[src/rtl/counter15_frame_accum.sv]
// Frame popcount accumulator for a row of (1,5) counters: a registered two-level adder tree
// feeds a frame accumulator whose total is offered over a valid/ready result port.
module counter15_frame_accum #(
    parameter int unsigned LANES  = 8,
    parameter int unsigned SUM_W  = 16,
    parameter int unsigned BEAT_W = 16
) (
    input  logic                 clk,
    input  logic                 rst,
    input  logic                 s_valid,
    output logic                 s_ready,
    input  logic [3*LANES-1:0]   s_data,
    input  logic                 s_last,
    output logic                 m_valid,
    input  logic                 m_ready,
    output logic [SUM_W-1:0]     m_sum,
    output logic                 m_ovf,
    output logic [BEAT_W-1:0]    m_beats
);

    localparam int unsigned NGRP    = LANES / 4;
    localparam int unsigned TOT_W   = 3 + $clog2(LANES);
    localparam int unsigned ACC_X_W = SUM_W + 1;

    typedef enum logic [1:0] {StAccum, StDrain, StHold} state_e;

    state_e state_q, state_d;

    logic               s0_valid_q, s0_last_q;
    logic [3*LANES-1:0] s0_data_q;
    logic               sa_valid_q, sa_last_q;
    logic [4:0]         sa_grp_q [NGRP];
    logic [4:0]         grp_d    [NGRP];
    logic               sb_valid_q, sb_last_q;
    logic [TOT_W-1:0]   sb_total_q, total_d;
    logic [SUM_W-1:0]   acc_q;
    logic               ovf_q;
    logic [BEAT_W-1:0]  beats_q;
    logic [ACC_X_W-1:0] acc_ext;
    logic               accept, hold, out_xfer;

    // Handshake signals are gated by rst so nothing is offered or taken while in reset.
    assign hold     = (state_q == StHold);
    assign s_ready  = (state_q == StAccum) && !rst;
    assign m_valid  = hold && !rst;
    assign accept   = s_valid && s_ready;
    assign out_xfer = m_valid && m_ready;

    always_comb begin
        for (int g = 0; g < NGRP; g++) begin
            grp_d[g] = '0;
            for (int l = 0; l < 4; l++) begin
                grp_d[g] = grp_d[g] + 5'(s0_data_q[12*g + 3*l +: 3]);
            end
        end
    end

    always_comb begin
        total_d = '0;
        for (int g = 0; g < NGRP; g++) begin
            total_d = total_d + TOT_W'(sa_grp_q[g]);
        end
    end

    assign acc_ext = {1'b0, acc_q} + ACC_X_W'(sb_total_q);

    always_ff @(posedge clk) begin
        if (rst) begin
            s0_valid_q <= 1'b0;
            s0_last_q  <= 1'b0;
            s0_data_q  <= '0;
            sa_valid_q <= 1'b0;
            sa_last_q  <= 1'b0;
            for (int g = 0; g < NGRP; g++) sa_grp_q[g] <= '0;
            sb_valid_q <= 1'b0;
            sb_last_q  <= 1'b0;
            sb_total_q <= '0;
        end else begin
            s0_valid_q <= accept;
            s0_last_q  <= accept && s_last;
            if (accept) s0_data_q <= s_data;
            sa_valid_q <= s0_valid_q;
            sa_last_q  <= s0_last_q;
            if (s0_valid_q) begin
                for (int g = 0; g < NGRP; g++) sa_grp_q[g] <= grp_d[g];
            end
            sb_valid_q <= sa_valid_q;
            sb_last_q  <= sa_last_q;
            if (sa_valid_q) sb_total_q <= total_d;
        end
    end

    // The pipeline is empty in HOLD, so a result handshake never coincides with an update.
    always_ff @(posedge clk) begin
        if (rst || out_xfer) begin
            acc_q   <= '0;
            ovf_q   <= 1'b0;
            beats_q <= '0;
        end else if (sb_valid_q) begin
            acc_q <= acc_ext[SUM_W-1:0];
            if (acc_ext[SUM_W]) ovf_q <= 1'b1;
            if (beats_q != '1) beats_q <= beats_q + BEAT_W'(1);
        end
    end

    always_ff @(posedge clk) begin
        if (rst) state_q <= StAccum;
        else     state_q <= state_d;
    end

    always_comb begin
        state_d = state_q;
        unique case (state_q)
            StAccum: if (accept && s_last)        state_d = StDrain;
            StDrain: if (sb_valid_q && sb_last_q) state_d = StHold;
            StHold:  if (m_ready)                 state_d = StAccum;
            default:                              state_d = StAccum;
        endcase
    end

    assign m_sum   = m_valid ? acc_q   : '0;
    assign m_ovf   = m_valid ? ovf_q   : 1'b0;
    assign m_beats = m_valid ? beats_q : '0;

endmodule
[config.mk]
export PLATFORM = sky130hd
export DESIGN_NAME = counter15_frame_accum
export DESIGN_NICKNAME = d
export VERILOG_FILES = /design/src/rtl/counter15_frame_accum.sv
export SDC_FILE = /design/constraint.sdc
export NUM_CORES = 1
export LEC_CHECK = 0
export BUFFER_PORTS_ARGS = -buffer_cell sky130_fd_sc_hd__buf_2
export CAP_MARGIN = 25
export CORE_AREA = 2 2 124 78
export DETAILED_ROUTE_END_ITERATION = 12
export DIE_AREA = 0 0 126 80
export PLACE_DENSITY = 0.73
export SLEW_MARGIN = 0
export SYNTH_ARGS = -nofsm -noshare
export SYNTH_HDL_FRONTEND = slang
export SYNTH_SLANG_ARGS = --single-unit
[constraint.sdc]
create_clock -name clk -period 2.7 [get_ports clk]
set_clock_uncertainty 0.05 [all_clocks]
set_input_delay 0.54 -clock clk [delete_from_list [all_inputs] [get_ports clk]]
set_output_delay 0.54 -clock clk [all_outputs]
set_load 0.01 [all_outputs]
After elaboration in Yosys (flattened, before gate mapping)
Memory sizes are Yosys's and may differ from the RTL's.
Cells that the tools add are included.
W data, S select, Z words.
{"block": "word_totals", "register_bits": 71, "latch_bits": 0, "mem_bits_rw": 10, "rom_bits": 0, "input_bits": 29, "out_inout_bits": 35, "elab_cells": 56, "memories": 1}
{"name": "sa_grp_q", "depth": 2, "width": 5, "rd": 2, "rd_clocked_by_memory_dff": 0, "wr": 2, "line": "32", "text": "logic [4:0] sa_grp_q [NGRP];"}
{"block": "classes", "addsub": 9, "multipliers": 0, "div_mod_pow": 0, "magnitude_cmp": 0, "eq_ne": 6, "shift": 0, "n_mux": 14, "n_bitwise": 2, "n_reduce_logical": 12}
{"operator": "$mux W16", "count": 2}
{"operator": "$add A16 B6 Y17", "count": 1}
{"operator": "$add A16 B1 Y16 const B", "count": 1}
{"operator": "$ne A16 B16 Y1 const B", "count": 1}
{"operator": "$add A4 B3 Y5", "count": 2}
{"operator": "$add A5 B3 Y5", "count": 2}
{"operator": "$mux W5", "count": 2}
{"operator": "$add A3 B3 Y4", "count": 2}
{"operator": "$add A5 B5 Y6", "count": 1}
{"operator": "$logic_and A1 B1 Y1", "count": 6}
{"operator": "$mux W1", "count": 6}
{"operator": "$mux W2", "count": 3}
{"operator": "$pmux W2 S3", "count": 1}
{"operator": "$ne A2 B2 Y1 const B", "count": 2}
{"operator": "$reduce_and A2 Y1", "count": 2}
{"operator": "$reduce_and A3 Y1", "count": 1}
{"operator": "$eq A2 B1 Y1 const B", "count": 1}
{"operator": "$eq A2 B2 Y1 const B", "count": 1}
{"operator": "$logic_not A2 Y1", "count": 1}
{"operator": "$ne A2 B1 Y1 const B", "count": 1}
{"operator": "$or A1 B1 Y1", "count": 2}
{"operator": "$logic_not A1 Y1", "count": 1}
{"operator": "$logic_or A1 B1 Y1", "count": 1}

Depth between registers and ports, before layout
{"block": "depth", "word_depth": 6, "mapped_depth": 9}

Worst setup path after synthesis
No wires, ideal clock.
{"block": "synth_path", "kind": "register -> register", "start": "register s0_data_q[1]", "end": "memory sa_grp_q[0][3], data pin", "arrival_time_ps": 2138, "path_slack_ps": 253, "path_stages_with_launch": 10, "n_path_buf": 0, "cell_sequence": "dfxtp_1 > inv_1 > fa_1 > inv_1 > fa_1 > ha_1 > inv_1 > fa_1 > xor2_1 > nor2_1"}
{"element": "start, declared", "line": "30", "text": "logic [3*LANES-1:0] s0_data_q;"}
{"element": "start signal, assigned", "line": "81", "text": "if (accept) s0_data_q <= s_data;"}
{"element": "end, declared", "line": "32"}

==> results.json <==
{
  "status": "completed",
  "drt-initial-drc-count": 320,
  "antenna_found_initial": 0,
  "crit_slowest_cell": "fa_1",
  "fill_cells": 814,
  "synth_top_cell_by_area": "dfxtp_1",
  "peakVddDrop_uv": 346.1,
  "synth_mux_area_share_pct": 2.297,
  "worstPathArrival_ps": 2590,
  "power.density_mw_per_mm2": 566.5,
  "port_buffers": 63,
  "syn_area_sq_mm": 0.004358,
  "maxCapViolations": 0,
  "yosysMostFrequentCell": "dfxtp_1",
  "place_congestion": 0.8332,
  "synth_ff_type": "dfxtp_1",
  "hold_path_end": "s0_data_q[7]",
  "synth-seq-cells": 81,
  "grt_pass1_wl_mm": 15.79,
  "synth_edf_count": 10,
  "period_minus_slack_ps": 2559,
  "cp_max_fo": 2,
  "fmax_mhz": 390.8,
  "start_util_pct": 48.86,
  "rrSetupSlack_ps": 140,
  "synth_top_area_share_pct": 32.62,
  "clock_latency_ps": 340,
  "n_antenna_cell": 0,
  "reg2reg_depth": 9,
  "slew_headroom_pct": 49.38,
  "syn_inst": 477,
  "synth.area.top_cells": "dfxtp_1, edfxtp_1, fa_1",
  "syn-num-nets": 540,
  "seq_area_frac_synth_pct": 39.51,
  "grt_max_degree": 50,
  "slew_violations": 0,
  "die-area_sq_mm": 0.01008,
  "synth_top_family_by_area": "simple AND/OR/NAND/NOR gates",
  "numCtsBuffers": 9,
  "drive_gt1_share_pct": 17.32,
  "p_leak_nw": 2.197,
  "whs_path_depth": 3,
  "required_ps": 2730,
  "critPathLaunchType": "flip-flop",
  "drtAntennaViolNets": 0,
  "worst_pin_slew_ps": 753.7,
  "yosys_warnings": 0,
  "rows": 27,
  "finalSetupTns_ps": 0,
  "synthXorXnorAreaFrac_pct": 1.809,
  "power_mw": 2.869,
  "hold_start": "s_data[7]",
  "synth-simple-area-share_pct": 24.52,
  "core_sq_mm": 0.008919,
  "synthAdderAreaFrac_pct": 12.17,
  "synth_area_per_cell_sq_um": 9.136,
  "cts_sinks": 81,
  "cts_tree": "done",
  "post-place-ws_ps": 138.3,
  "pin_count": 64,
  "routed_wl_mm": 9.255,
  "r2r_end": "sa_grp_q[0][3]",
  "root_buffer": "clkbuf_16",
  "hold_viol_final": 0,
  "wire_per_inst_um": 14.17,
  "clockBufferDepth": 2,
  "setup_viol": 0,
  "clkTransAtPathRegs_ps": 60,
  "crit-reg2reg-launch": "s0_data_q[1]",
  "grt_overflow": 0,
  "worst_slack_ps": 140.8,
  "htreeDepth": 3,
  "async_flop_share_pct": 0,
  "postCtsHoldBufs": 0,
  "postCtsSetupBuffers": 0,
  "synth_common_cells": "dfxtp_1, nand2_1, and2_1, o21ai_0",
  "post-route-drc-count": 0,
  "synth_compound_area_share_pct": 14.38,
  "via_count": 3478,
  "holdCritPathClass": "in2reg",
  "grt_pass1_vias": 3373,
  "rsz0062_at_grt": "false",
  "track_usage_pct": 19.46,
  "endpoint_kind": "flip-flop",
  "cts_resized": 0,
  "die_w_um": 126,
  "die_y_um": 80,
  "hpwlAfterDp_mm": 6.657,
  "fin_nets": 595,
  "ys_types": 49,
  "fin_crit_sh_pct": 94.78,
  "crit_chain": "inv_1 -> fa_1 -> inv_1 -> fa_1 -> ha_1 -> inv_1 -> fa_1 -> xor2_1 -> nor2_1",
  "path_class": "reg2reg",
  "area_growth_pct": 16.22,
  "critPathMaxStageDelay_ps": 540,
  "vias_per_cell": 5.326,
  "first_pass_iters": 4
}
## cells in the final DEF, fill, tap and decap left out, drive strengths merged, types with 3 or more instances in the layout
cell,count
nand4,6
nand2b,18
and4,7
o211ai,3
nand3,14
a211oi,3
nor2,18
o21ai,30
mux2i,10
or3,10
o31ai,15
clkbuf,16
or4,5
edfxtp,10
inv,26
nor3,5
buf,70
and2,42
and3,3
fa,14
xor2,5
a21o,8
a2111o,6
dfxtp,71
nand2,54
xnor2,4
ha,20
a21oi,26
## worst max-delay path by stage
stage,start,end,depth (start not counted)
after detailed placement,s0_data_q[1],sa_grp_q[0][3],9
after CTS,s0_data_q[1],sa_grp_q[0][3],9
after global routing,s0_data_q[1],sa_grp_q[0][3],9
after global placement,s0_data_q[1],sa_grp_q[0][3],9
after floorplan,s0_data_q[1],sa_grp_q[0][3],9
final,s0_data_q[1],sa_grp_q[0][3],9
## stage by stage
step / cell area [sq um] / util, % / hold WS (ps) / std cells
4_1_cts: 5065 / 56.79 / 341.7 / 653
5_1_grt: 5065 / 56.79 / 355.9 / 653
2_1_floorplan: 4358 / - / 363.8 / 477
3_3_place_gp: 4742 / 53.17 / 371.3 / 637
3_5_place_dp: 4742 / 53.17 / 374.6 / 637
6_report: 5065 / 56.79 / 352.3 / 653
## worst max-delay path, delay by kind of cell (launching register included)
family	cells	cell delay, ps
DFF	1	300
xor gates and xnor gates	1	150
adders and majority gates	4	1580
and+or+nand+nor	1	60
buffers and inverters	3	180
## report_power, final
part	switching (mW)	internal, mW
combinational	0.163	0.128
sequential	0.0322	1.27
clock	0.469	0.806
total	0.664	2.20
## routing by layer
layer | wire [um] | vias up | track usage, %
li1 | - | 1772 | -
met1 | 4823 | 1638 | 26.71
met2 | 4037 | 66 | 30.38
met3 | 360 | 2 | 4.893
met4 | 34 | 0 | 6.044
met5 | 0 | - | 0
## cell type report
type	instances	area (sq um)	share of cell area, %
clock buffer	16	322.8	6.374
sequential	81	1722	33.99
timing repair buffer	70	367.9	7.263
tap	116	145.1	2.866
multi-input combinational	344	2410	47.58
inverter	26	97.59	1.927
## cell families after synthesis
logic type | count (synthesis)
fa+ha+maj | 34
xor+xnor | 9
simple gates | 192
flops | 81
compound gates | 99
mux | 10
buf+inv | 52
## registers in the layout, summed over array words and instances, names as in the netlist
signal and cells:
sa_last_q 1, sb_total_q 6, sb_valid_q 1, ovf_q 1
sa_grp_q 10, s0_data_q 24, sb_last_q 1, beats_q 16
acc_q 16, state_q 2, s0_last_q 1, s0_valid_q 1
sa_valid_q 1
Note: power is estimated with default switching activity, not from simulation.
